==> config.mk <==
export PLATFORM = sky130hd
export DESIGN_NAME = mbus_uart
export DESIGN_NICKNAME = d
export VERILOG_FILES = /design/src/rtl/mbus_uart.sv
export SDC_FILE = /design/constraint.sdc
export NUM_CORES = 1
export LEC_CHECK = 0
export CAP_MARGIN = 40
export CORE_MARGIN = 3
export CORE_UTILIZATION = 63
export DETAILED_ROUTE_END_ITERATION = 16
export GPL_ROUTABILITY_DRIVEN = 0
export GPL_TIMING_DRIVEN = 0
export HOLD_SLACK_MARGIN = 0.1
export PLACE_DENSITY = 0.91
export RECOVER_POWER = 25
export SLEW_MARGIN = 20
export SYNTH_ARGS = -nofsm -noshare
export SYNTH_HDL_FRONTEND = slang
export SYNTH_SLANG_ARGS = --single-unit
export TNS_END_PERCENT = 30
==> constraint.sdc <==
create_clock -name clk -period 7.1 [get_ports clk]
set_clock_uncertainty 0.1 [all_clocks]
set_input_delay 1.42 -clock clk [delete_from_list [all_inputs] [get_ports clk]]
set_output_delay 1.42 -clock clk [all_outputs]
set_load 0.005 [all_outputs]
==> src/rtl/mbus_uart.sv <==
// Memory-mapped byte UART: 4-entry TX FIFO, single-byte RX holding register,
// programmable baud divisor. Reads are side-effect free and combinational.
`timescale 1ns/1ps
module mbus_uart #(
   parameter int          WIDTH    = 32,
   parameter logic [15:0] BAUD_DIV = 16'd16
) (
   input  logic             clk,
   input  logic             reset,
   input  logic             cs,
   input  logic [1:0]       addr,
   input  logic [WIDTH-1:0] din,
   input  logic             wen,
   output logic [WIDTH-1:0] dout,
   output logic             txd,
   input  logic             rxd
);
   typedef enum logic [1:0] {IDLE, START, DATA, STOP} state_t;

   logic [15:0] brd_reg;
   logic [15:0] eff_div;
   logic [15:0] bit_reload;
   logic [15:0] half_reload;

   logic [7:0]  fifo_mem [0:3];
   logic [1:0]  wr_ptr_reg;
   logic [1:0]  rd_ptr_reg;
   logic [2:0]  count_reg;

   state_t      tx_state_reg;
   logic [15:0] tx_cnt_reg;
   logic [7:0]  tx_shift_reg;
   logic [2:0]  tx_bit_reg;
   logic        txd_reg;

   state_t      rx_state_reg;
   logic        rx_s1_reg;
   logic        rx_s2_reg;
   logic [15:0] rx_cnt_reg;
   logic [7:0]  rx_shift_reg;
   logic [2:0]  rx_bit_reg;
   logic [7:0]  rx_data_reg;
   logic        rx_full_reg;
   logic        overrun_reg;
   logic        frame_err_reg;

   logic wr_en, dr_wr, stat_wr, brd_wr;
   logic tx_full, tx_empty, tx_idle, tx_bound, push, pop;
   logic rx_bound, rx_done, rx_good, rx_bad, rx_load;
   logic ack_full, ack_ov, ack_fe;
   logic unused_din;

   assign unused_din = &{1'b0, din[WIDTH-1:16]};

   assign wr_en   = cs & wen;
   assign dr_wr   = wr_en && (addr == 2'd0);
   assign stat_wr = wr_en && (addr == 2'd1);
   assign brd_wr  = wr_en && (addr == 2'd2);

   assign eff_div     = (brd_reg < 16'd2) ? 16'd2 : brd_reg;
   assign bit_reload  = eff_div - 16'd1;
   assign half_reload = (eff_div >> 1) - 16'd1;

   assign tx_full  = (count_reg == 3'd4);
   assign tx_empty = (count_reg == 3'd0);
   assign tx_bound = (tx_cnt_reg == 16'd0);
   assign tx_idle  = tx_empty && (tx_state_reg == IDLE);
   assign push     = dr_wr & ~tx_full;
   // Popping straight out of STOP keeps back-to-back frames gapless.
   assign pop      = ~tx_empty && ((tx_state_reg == IDLE) ||
                                   ((tx_state_reg == STOP) && tx_bound));

   assign ack_full = stat_wr & din[0];
   assign ack_ov   = stat_wr & din[3];
   assign ack_fe   = stat_wr & din[4];

   assign rx_bound = (rx_cnt_reg == 16'd0);
   assign rx_done  = (rx_state_reg == STOP) && rx_bound;
   assign rx_good  = rx_done & rx_s2_reg;
   assign rx_bad   = rx_done & ~rx_s2_reg;
   assign rx_load  = rx_good & (~rx_full_reg | ack_full);

   assign txd = txd_reg;

   always_comb begin
      dout = '0;
      if (cs) begin
         case (addr)
            2'd0:    dout[7:0]  = rx_data_reg;
            2'd1:    dout[7:0]  = {count_reg, frame_err_reg, overrun_reg,
                                   tx_full, tx_idle, rx_full_reg};
            2'd2:    dout[15:0] = brd_reg;
            default: dout = '0;
         endcase
      end
   end

   always_ff @(posedge clk) begin
      if (push)
         fifo_mem[wr_ptr_reg] <= din[7:0];
   end

   always_ff @(posedge clk or posedge reset) begin
      if (reset) begin
         brd_reg    <= BAUD_DIV;
         wr_ptr_reg <= 2'd0;
         rd_ptr_reg <= 2'd0;
         count_reg  <= 3'd0;
      end else begin
         if (brd_wr)
            brd_reg <= din[15:0];
         if (push)
            wr_ptr_reg <= wr_ptr_reg + 2'd1;
         if (pop)
            rd_ptr_reg <= rd_ptr_reg + 2'd1;
         case ({push, pop})
            2'b10:   count_reg <= count_reg + 3'd1;
            2'b01:   count_reg <= count_reg - 3'd1;
            default: count_reg <= count_reg;
         endcase
      end
   end

   always_ff @(posedge clk or posedge reset) begin
      if (reset) begin
         tx_state_reg <= IDLE;
         tx_cnt_reg   <= 16'd0;
         tx_shift_reg <= 8'd0;
         tx_bit_reg   <= 3'd0;
         txd_reg      <= 1'b1;
      end else begin
         case (tx_state_reg)
            IDLE: begin
               if (pop) begin
                  tx_shift_reg <= fifo_mem[rd_ptr_reg];
                  tx_cnt_reg   <= bit_reload;
                  txd_reg      <= 1'b0;
                  tx_state_reg <= START;
               end
            end
            START: begin
               if (tx_bound) begin
                  tx_cnt_reg   <= bit_reload;
                  txd_reg      <= tx_shift_reg[0];
                  tx_shift_reg <= tx_shift_reg >> 1;
                  tx_bit_reg   <= 3'd0;
                  tx_state_reg <= DATA;
               end else begin
                  tx_cnt_reg <= tx_cnt_reg - 16'd1;
               end
            end
            DATA: begin
               if (tx_bound) begin
                  tx_cnt_reg <= bit_reload;
                  if (tx_bit_reg == 3'd7) begin
                     txd_reg      <= 1'b1;
                     tx_state_reg <= STOP;
                  end else begin
                     txd_reg      <= tx_shift_reg[0];
                     tx_shift_reg <= tx_shift_reg >> 1;
                     tx_bit_reg   <= tx_bit_reg + 3'd1;
                  end
               end else begin
                  tx_cnt_reg <= tx_cnt_reg - 16'd1;
               end
            end
            STOP: begin
               if (tx_bound) begin
                  if (pop) begin
                     tx_shift_reg <= fifo_mem[rd_ptr_reg];
                     tx_cnt_reg   <= bit_reload;
                     txd_reg      <= 1'b0;
                     tx_state_reg <= START;
                  end else begin
                     tx_state_reg <= IDLE;
                  end
               end else begin
                  tx_cnt_reg <= tx_cnt_reg - 16'd1;
               end
            end
            default: tx_state_reg <= IDLE;
         endcase
      end
   end

   // rx_s2 is the synchronized line; its falling edge is seen as s2=1, s1=0.
   always_ff @(posedge clk or posedge reset) begin
      if (reset) begin
         rx_s1_reg    <= 1'b1;
         rx_s2_reg    <= 1'b1;
         rx_state_reg <= IDLE;
         rx_cnt_reg   <= 16'd0;
         rx_shift_reg <= 8'd0;
         rx_bit_reg   <= 3'd0;
      end else begin
         rx_s1_reg <= rxd;
         rx_s2_reg <= rx_s1_reg;
         case (rx_state_reg)
            IDLE: begin
               if (rx_s2_reg && !rx_s1_reg) begin
                  rx_cnt_reg   <= half_reload;
                  rx_state_reg <= START;
               end
            end
            START: begin
               if (rx_bound) begin
                  if (rx_s2_reg) begin
                     rx_state_reg <= IDLE;
                  end else begin
                     rx_cnt_reg   <= bit_reload;
                     rx_bit_reg   <= 3'd0;
                     rx_state_reg <= DATA;
                  end
               end else begin
                  rx_cnt_reg <= rx_cnt_reg - 16'd1;
               end
            end
            DATA: begin
               if (rx_bound) begin
                  rx_shift_reg <= {rx_s2_reg, rx_shift_reg[7:1]};
                  rx_cnt_reg   <= bit_reload;
                  if (rx_bit_reg == 3'd7)
                     rx_state_reg <= STOP;
                  else
                     rx_bit_reg <= rx_bit_reg + 3'd1;
               end else begin
                  rx_cnt_reg <= rx_cnt_reg - 16'd1;
               end
            end
            STOP: begin
               if (rx_bound)
                  rx_state_reg <= IDLE;
               else
                  rx_cnt_reg <= rx_cnt_reg - 16'd1;
            end
            default: rx_state_reg <= IDLE;
         endcase
      end
   end

   // A byte completing in the same cycle as an rx_full ack replaces the old one.
   always_ff @(posedge clk or posedge reset) begin
      if (reset) begin
         rx_data_reg   <= 8'd0;
         rx_full_reg   <= 1'b0;
         overrun_reg   <= 1'b0;
         frame_err_reg <= 1'b0;
      end else begin
         if (rx_load) begin
            rx_data_reg <= rx_shift_reg;
            rx_full_reg <= 1'b1;
         end else if (ack_full) begin
            rx_full_reg <= 1'b0;
         end
         if (rx_good && rx_full_reg && !ack_full)
            overrun_reg <= 1'b1;
         else if (ack_ov)
            overrun_reg <= 1'b0;
         if (rx_bad)
            frame_err_reg <= 1'b1;
         else if (ack_fe)
            frame_err_reg <= 1'b0;
      end
   end
endmodule

==> results of run 1 <==
-- power groups by stage --
stage	Sequential (W)	Combinational, W	Clock, W
2_1_floorplan	0.00106	0.00142	0
5_1_grt	0.00113	0.00216	0.000956
4_1_cts	0.00110	0.00192	0.000922
6_report	0.00111	0.00200	0.000925
3_5_place_dp	0.00111	0.00187	0
3_3_place_gp	0.00110	0.00179	0
-- layer usage --
| metal | track usage | wire length, um | part of all wire |
|---|---|---|---|
| met2 | 0.4908 | 10360 | 0.47 |
| met1 | 0.4031 | 8274 | 0.38 |
| met3 | 0.08361 | 2273 | 0.10 |
| met4 | 0.1780 | 1140 | 0.052 |
| met5 | 0 | 0 | 0 |
-- worst max path at each step --
stage,start,end,cells after the start
finish,addr[0],dout[0],6
global route,addr[1],dout[6],8
CTS,addr[0],dout[0],6
detailed placement,addr[0],dout[0],6
global placement,reset,rx_bit_reg[0],2
floorplan,reset,async pin,1
-- cells by family after synthesis --
family / after synthesis / share of synthesized area
AO/OA/AOI/OAI: 202 / 0.1755
other: 1 / 0.0004752
adder cells (fa/ha/maj): 25 / 0.04059
multiplexers: 49 / 0.08372
buffers and inverters: 100 / 0.05708
AND/OR/NAND/NOR: 254 / 0.1712
flip-flops: 127 / 0.4237
XOR/XNOR: 43 / 0.04772
-- per-stage QoR --
step | power (W) | setup slack [ns]
floorplan | 0.002487 | 3.110
global placement | 0.002885 | 1.611
detailed placement | 0.002983 | 2.073
CTS | 0.003946 | 1.965
global route | 0.004241 | 1.833
finish | 0.004031 | 1.942
-- cell usage in the layout, fill, tap and decap left out, types with 8 or more instances in the layout --
| cell | instances |
|---|---|
| and2_1 | 15 |
| clkdlybuf4s50_1 | 28 |
| mux2_4 | 8 |
| nor3_1 | 25 |
| and3_1 | 13 |
| a21oi_1 | 52 |
| nor4_1 | 13 |
| dlygate4sd3_1 | 10 |
| o22a_1 | 10 |
| nand3_1 | 13 |
| buf_4 | 16 |
| mux2i_1 | 9 |
| nor2_1 | 70 |
| clkbuf_16 | 18 |
| xnor2_1 | 22 |
| o21a_1 | 17 |
| o21ai_0 | 42 |
| o31ai_1 | 8 |
| clkbuf_1 | 46 |
| a22o_1 | 9 |
| mux4_2 | 8 |
| dfrtp_1 | 91 |
| ha_1 | 24 |
| xor2_1 | 21 |
| nand2_1 | 50 |
| conb_1 | 16 |
| edfxtp_1 | 32 |
| mux2_2 | 24 |
| inv_1 | 28 |
-- layout make-up --
class / count / area, um^2
multi-input cells: 589 / 4154
well taps: 168 / 210.2
fillers: 787 / 2903
flip-flops and latches: 127 / 3343
inverters: 29 / 110.1
plain buffers: 71 / 341.6
clock inverters: 11 / 153.9
repair buffers: 41 / 424.2
clock buffers: 21 / 471.7
==> results.yml, run 1 <==
clock_network:
  postCtsSetupBuffers: 0
  clkTransAtPathRegs_ns: 0.06
  cts.sinks: 127
  cts_buffer_depth: 2
  cts_buffers: 17
  postCtsResizedCells: 0
  root_buffer: "clkbuf_16"
  ctsHoldBuffers: 0
  clkLatencyLatePin_ns: 0.42
  h-tree-depth: 4
  cts_tree: "yes"
sta:
  setup_tns_ns: 0
  hold_violations: 0
  maxSlewHeadroom: 0.3681
  maxSlewViolCount: 0
  whs_ns: 0.2844
  fin_crit_ns: 5.158
  fmax_mhz: 193.9
  worst_slew_pin_slew_ns: 0.9348
  grt_setup_unrepaired: "no"
  period_share: 0.7264
  setup_viol: 0
synthesis:
  netlist_instances: 801
  yosys_register_bits: 127
  synth_area_leader_cell: "dfrtp_1"
  ys_types: 78
  yosysSeqAreaShare: 0.4237
  synth_edf_count: 32
  syn_area_um2: 7891
  synth_top_area_share: 0.2886
  synth-main-ff-cell: "dfrtp_1"
  ys_warn_count: 0
  syn_avg_cell_area_um2: 9.852
  async_reset_ff_frac: 0.7480
  synth_common_cells: "dfrtp_1, nor2_1, a21oi_1"
  synth.most_common_cell: "dfrtp_1"
  synth_area_leaders: "dfrtp_1, edfxtp_1, ha_1"
die:
  rows: 40
  io_pins: 72
  dieArea_um2: 13910
  die_y_um: 117.9
  core_area_um2: 12110
  die_w_um: 117.9
  initial_core_util: 0.6515
setup_path:
  end_kind: "output port"
  critPathArrivalTime_ns: 3.64
  cp_slowest_cell: "clkdlybuf4s50_1"
  crit_buf_inv: 3
  crit_type: "input port to output port"
  cp.required_ns: 5.58
  critical_path.startpoint_type: "input port"
  rr_endpoint: "count_reg[2]"
  crit_top_cell: "clkdlybuf4s50_1"
  cp_max_fo: 10
  r2r_slack_ns: 2.76
  r2r-start: "tx_cnt_reg[0]"
  slowest_delay_ns: 0.54
  worstRegToRegCells: 13
  crit_chain: "clkdlybuf4s50_1 -> buf_1 -> mux2i_1 -> o21ai_0 -> and2_1 -> clkdlybuf4s50_1"
  cp_top_family: "buffers and inverters"
routing:
  drtIter0Drc: 1032
  drtAntennaViolNets: 0
  route.detailed.drc: 0
  detail_route.wl_per_cell_um: 20.86
  firstDrtPassIters: 6
  vias: 6996
  wl_um: 22050
  routed_via_density: 6.619
min_path:
  min_from: "rx_s1_reg"
  hp-class: "register to register"
  holdPathStages: 0
  min_to: "rx_s2_reg"
pwr:
  switching_share: 0.4319
  p_switching_w: 0.001741
  power.internal_w: 0.002290
  power_density_nw_per_um2: 437.8
  comb_power_share: 0.495
  ir_drop_mv: 0.2837
  p_leak_nw: 3.801
  seqPwrFrac: 0.275
  pwr-share-clk: 0.229
grt:
  antenna_found_initial: 0
  grt_max_degree: 79
  grt_pass1_wl_um: 34980
  grt_pass1_vias: 6823
  grt.total_usage: 0.3162
  grt_overflow: 0
finish:
  area_growth_pct: 16.70
  drive_gt1_frac: 0.1327
  num_antenna_cells: 0
  top_register: "fifo_mem"
  stdcell_area_um2: 9209
  largest_reg_flops: 32
  fin_util: 0.7603
  final_nets: 940
  stdcell_count: 1057
run:
  maxCapViolCount: 0
placement:
  placed_area_um2: 8576
  port_buffers: 38
  dp.cells: 1024
  hpwl_um: 14580
outcome:
  status: "finished clean"
(Power assumes the default switching activity.)
==> inputs of run 2 (changes only) <==
--- a/config.mk
+++ b/config.mk
@@ -7,12 +7,12 @@
 export LEC_CHECK = 0
 export CAP_MARGIN = 40
 export CORE_MARGIN = 3
-export CORE_UTILIZATION = 63
+export CORE_UTILIZATION = 53
 export DETAILED_ROUTE_END_ITERATION = 16
 export GPL_ROUTABILITY_DRIVEN = 0
 export GPL_TIMING_DRIVEN = 0
 export HOLD_SLACK_MARGIN = 0.1
-export PLACE_DENSITY = 0.91
+export PLACE_DENSITY = 0.82
 export RECOVER_POWER = 25
 export SLEW_MARGIN = 20
 export SYNTH_ARGS = -nofsm -noshare
==> constraint.sdc (replaced) <==
create_clock -name clk -period 4.4 [get_ports clk]
set_clock_uncertainty 0.1 [all_clocks]
set_input_delay 0.88 -clock clk [delete_from_list [all_inputs] [get_ports clk]]
set_output_delay 0.88 -clock clk [all_outputs]
set_load 0.005 [all_outputs]
==> results.yml, run 2 (synthesized netlist as in run 1, its figures left out) <==
min_path:
  hp-class: "register to register"
pwr:
  pwr-share-clk: 0.225
  p_leak_nw: 3.778
  power.internal_w: 0.003591
  power_w: 0.006271
  comb_power_share: 0.493
  ir_drop_mv: 0.4448
  power_density_nw_per_um2: 684.6
  switching_share: 0.4273
  seqPwrFrac: 0.282
  p_switching_w: 0.002680
sta:
  worst_slew_pin_slew_ns: 1.610
  fmax_mhz: 244.3
  setup_tns_ns: 0
  setup_viol: 0
  maxSlewHeadroom: -0.07341
  hold_violations: 0
  grt_setup_unrepaired: "no"
  fin_crit_ns: 4.094
  period_share: 0.9304
  maxSlewViolCount: 66
placement:
  hpwl_um: 13930
  port_buffers: 38
finish:
  layout_common_cells: "dfrtp_1, nor2_1, a21oi_1"
  mostFrequentLayoutCell: "dfrtp_1"
  num_antenna_cells: 0
  drive_gt1_frac: 0.1327
  area_growth_pct: 16.08
  largest_reg_flops: 32
  top_register: "fifo_mem"
  final_nets: 940
outcome:
  violations: "max-capacitance violations, max-slew violations"
  status: "finished with violations"
routing:
  route.detailed.drc: 0
  vias: 6612
  firstDrtPassIters: 9
  detail_route.wl_per_cell_um: 18.46
  routed_via_density: 6.185
  drtIter0Drc: 962
  drtAntennaViolNets: 0
  wl_um: 19730
setup_path:
  cp_slowest_cell: "nand4_1"
  crit_chain: "inv_1 -> ha_1 -> nor4b_2 -> nand4_1 -> o21a_1 -> inv_1 -> clkbuf_1 -> ha_1 -> inv_1 -> fa_1 -> xor2_1 -> nor2_1 -> xor2_1"
  crit_top_cell: "inv_1"
  end_kind: "register"
  cp.required_ns: 4.65
  crit_type: "register to register"
  critical_path.startpoint_type: "register"
  r2r_slack_ns: 0.31
  critPathArrivalTime_ns: 4.35
  cp_max_fo: 10
  slowest_delay_ns: 0.51
clock_network:
  clkTransAtPathRegs_ns: 0.07
  clkLatencyLatePin_ns: 0.43
  cts_buffers: 17
  ctsHoldBuffers: 0
  cts_tree: "yes"
  postCtsResizedCells: 0
  root_buffer: "clkbuf_16"
  cts_buffer_depth: 2
  cts.sinks: 127
  h-tree-depth: 4
  postCtsSetupBuffers: 0
die:
  dieArea_um2: 16390
  initial_core_util: 0.5556
  io_pins: 72
  die_y_um: 128.0
  rows: 43
  die_w_um: 128.0
  core_area_um2: 14200
run:
  maxCapViolCount: 1
grt:
  antenna_found_initial: 0
  grt_pass1_vias: 6291
  grt_overflow: 0
  grt.total_usage: 0.2436
  grt_pass1_wl_um: 31700
  grt_max_degree: 66
[run 2: changes by cell type in the layout (fill, tap and decap cells not counted), sizes merged]
| cell | before | now |
|---|---|---|
| bufinv | 3 | 2 |
| buf | 30 | 29 |
| clkinv | 3 | 4 |
| clkinvlp | 3 | 1 |
| inv | 31 | 34 |
[run 2: stage by stage]
step                      utilization  instances  area (um^2)  setup slack (ns)  hold slack, ns
final                          0.6449       1069         9160            0.3064          0.2684
after global routing           0.6449       1069         9160           0.02612          0.2717
after CTS                      0.6460       1068         9175            0.3732          0.2695
after detailed placement       0.6048       1036         8591            0.3904          0.2599
after global placement         0.6022       1034         8553           -0.5830          0.2593
after floorplan                     -        816         7948            0.9496          0.2517
[run 2: power by group through the flow]
stage                     Clock, W  Sequential, W  Combinational, W
after global placement           0        0.00177           0.00291
after global routing       0.00146        0.00181           0.00338
after detailed placement         0        0.00178           0.00299
after floorplan                  0        0.00171           0.00230
after CTS                  0.00142        0.00176           0.00302
final                      0.00141        0.00177           0.00309
[run 2: per-layer routing]
layer / vias to the layer above / routed length [um] / track usage
met2: 327 / 9098 / 0.3792
met4: 0 / 447 / 0.08552
li1: 3056 / - / -
met5: - / 0 / 0
met3: 52 / 1688 / 0.06542
met1: 3177 / 8499 / 0.3303
[run 2: path summary, 6_finish.rpt]
check,from,to,cells after the start
worst max-delay path,tx_cnt_reg[0],count_reg[2],13
worst min-delay path,rx_s1_reg,rx_s2_reg,0
worst max register to register,tx_cnt_reg[0],count_reg[2],13
worst min register to register,rx_s1_reg,rx_s2_reg,0
max in group asynchronous,reset,overrun_reg,3
min in group asynchronous,reset,tx_cnt_reg[2],2
[run 2: final cells by class]
type	instances	area, um^2
buffer	71	341.6
clock buffer	20	436.7
clock inverter	12	147.6
fill	1128	5044
inverter	29	110.1
multi-input combinational	589	4154
sequential	127	3343
tap	180	225.2
timing repair buffer	41	401.6
[run 2: critical path: cells and delay by family, from the launching register on]
| kind | cells | cell delay, ns |
|---|---|---|
| flip-flops | 1 | 0.41 |
| adder cells (fa/ha/maj) | 3 | 0.98 |
| XOR/XNOR | 2 | 0.29 |
| AO/OA/AOI/OAI | 1 | 0.36 |
| buffers and inverters | 4 | 0.83 |
| AND/OR/NAND/NOR | 3 | 1.07 |
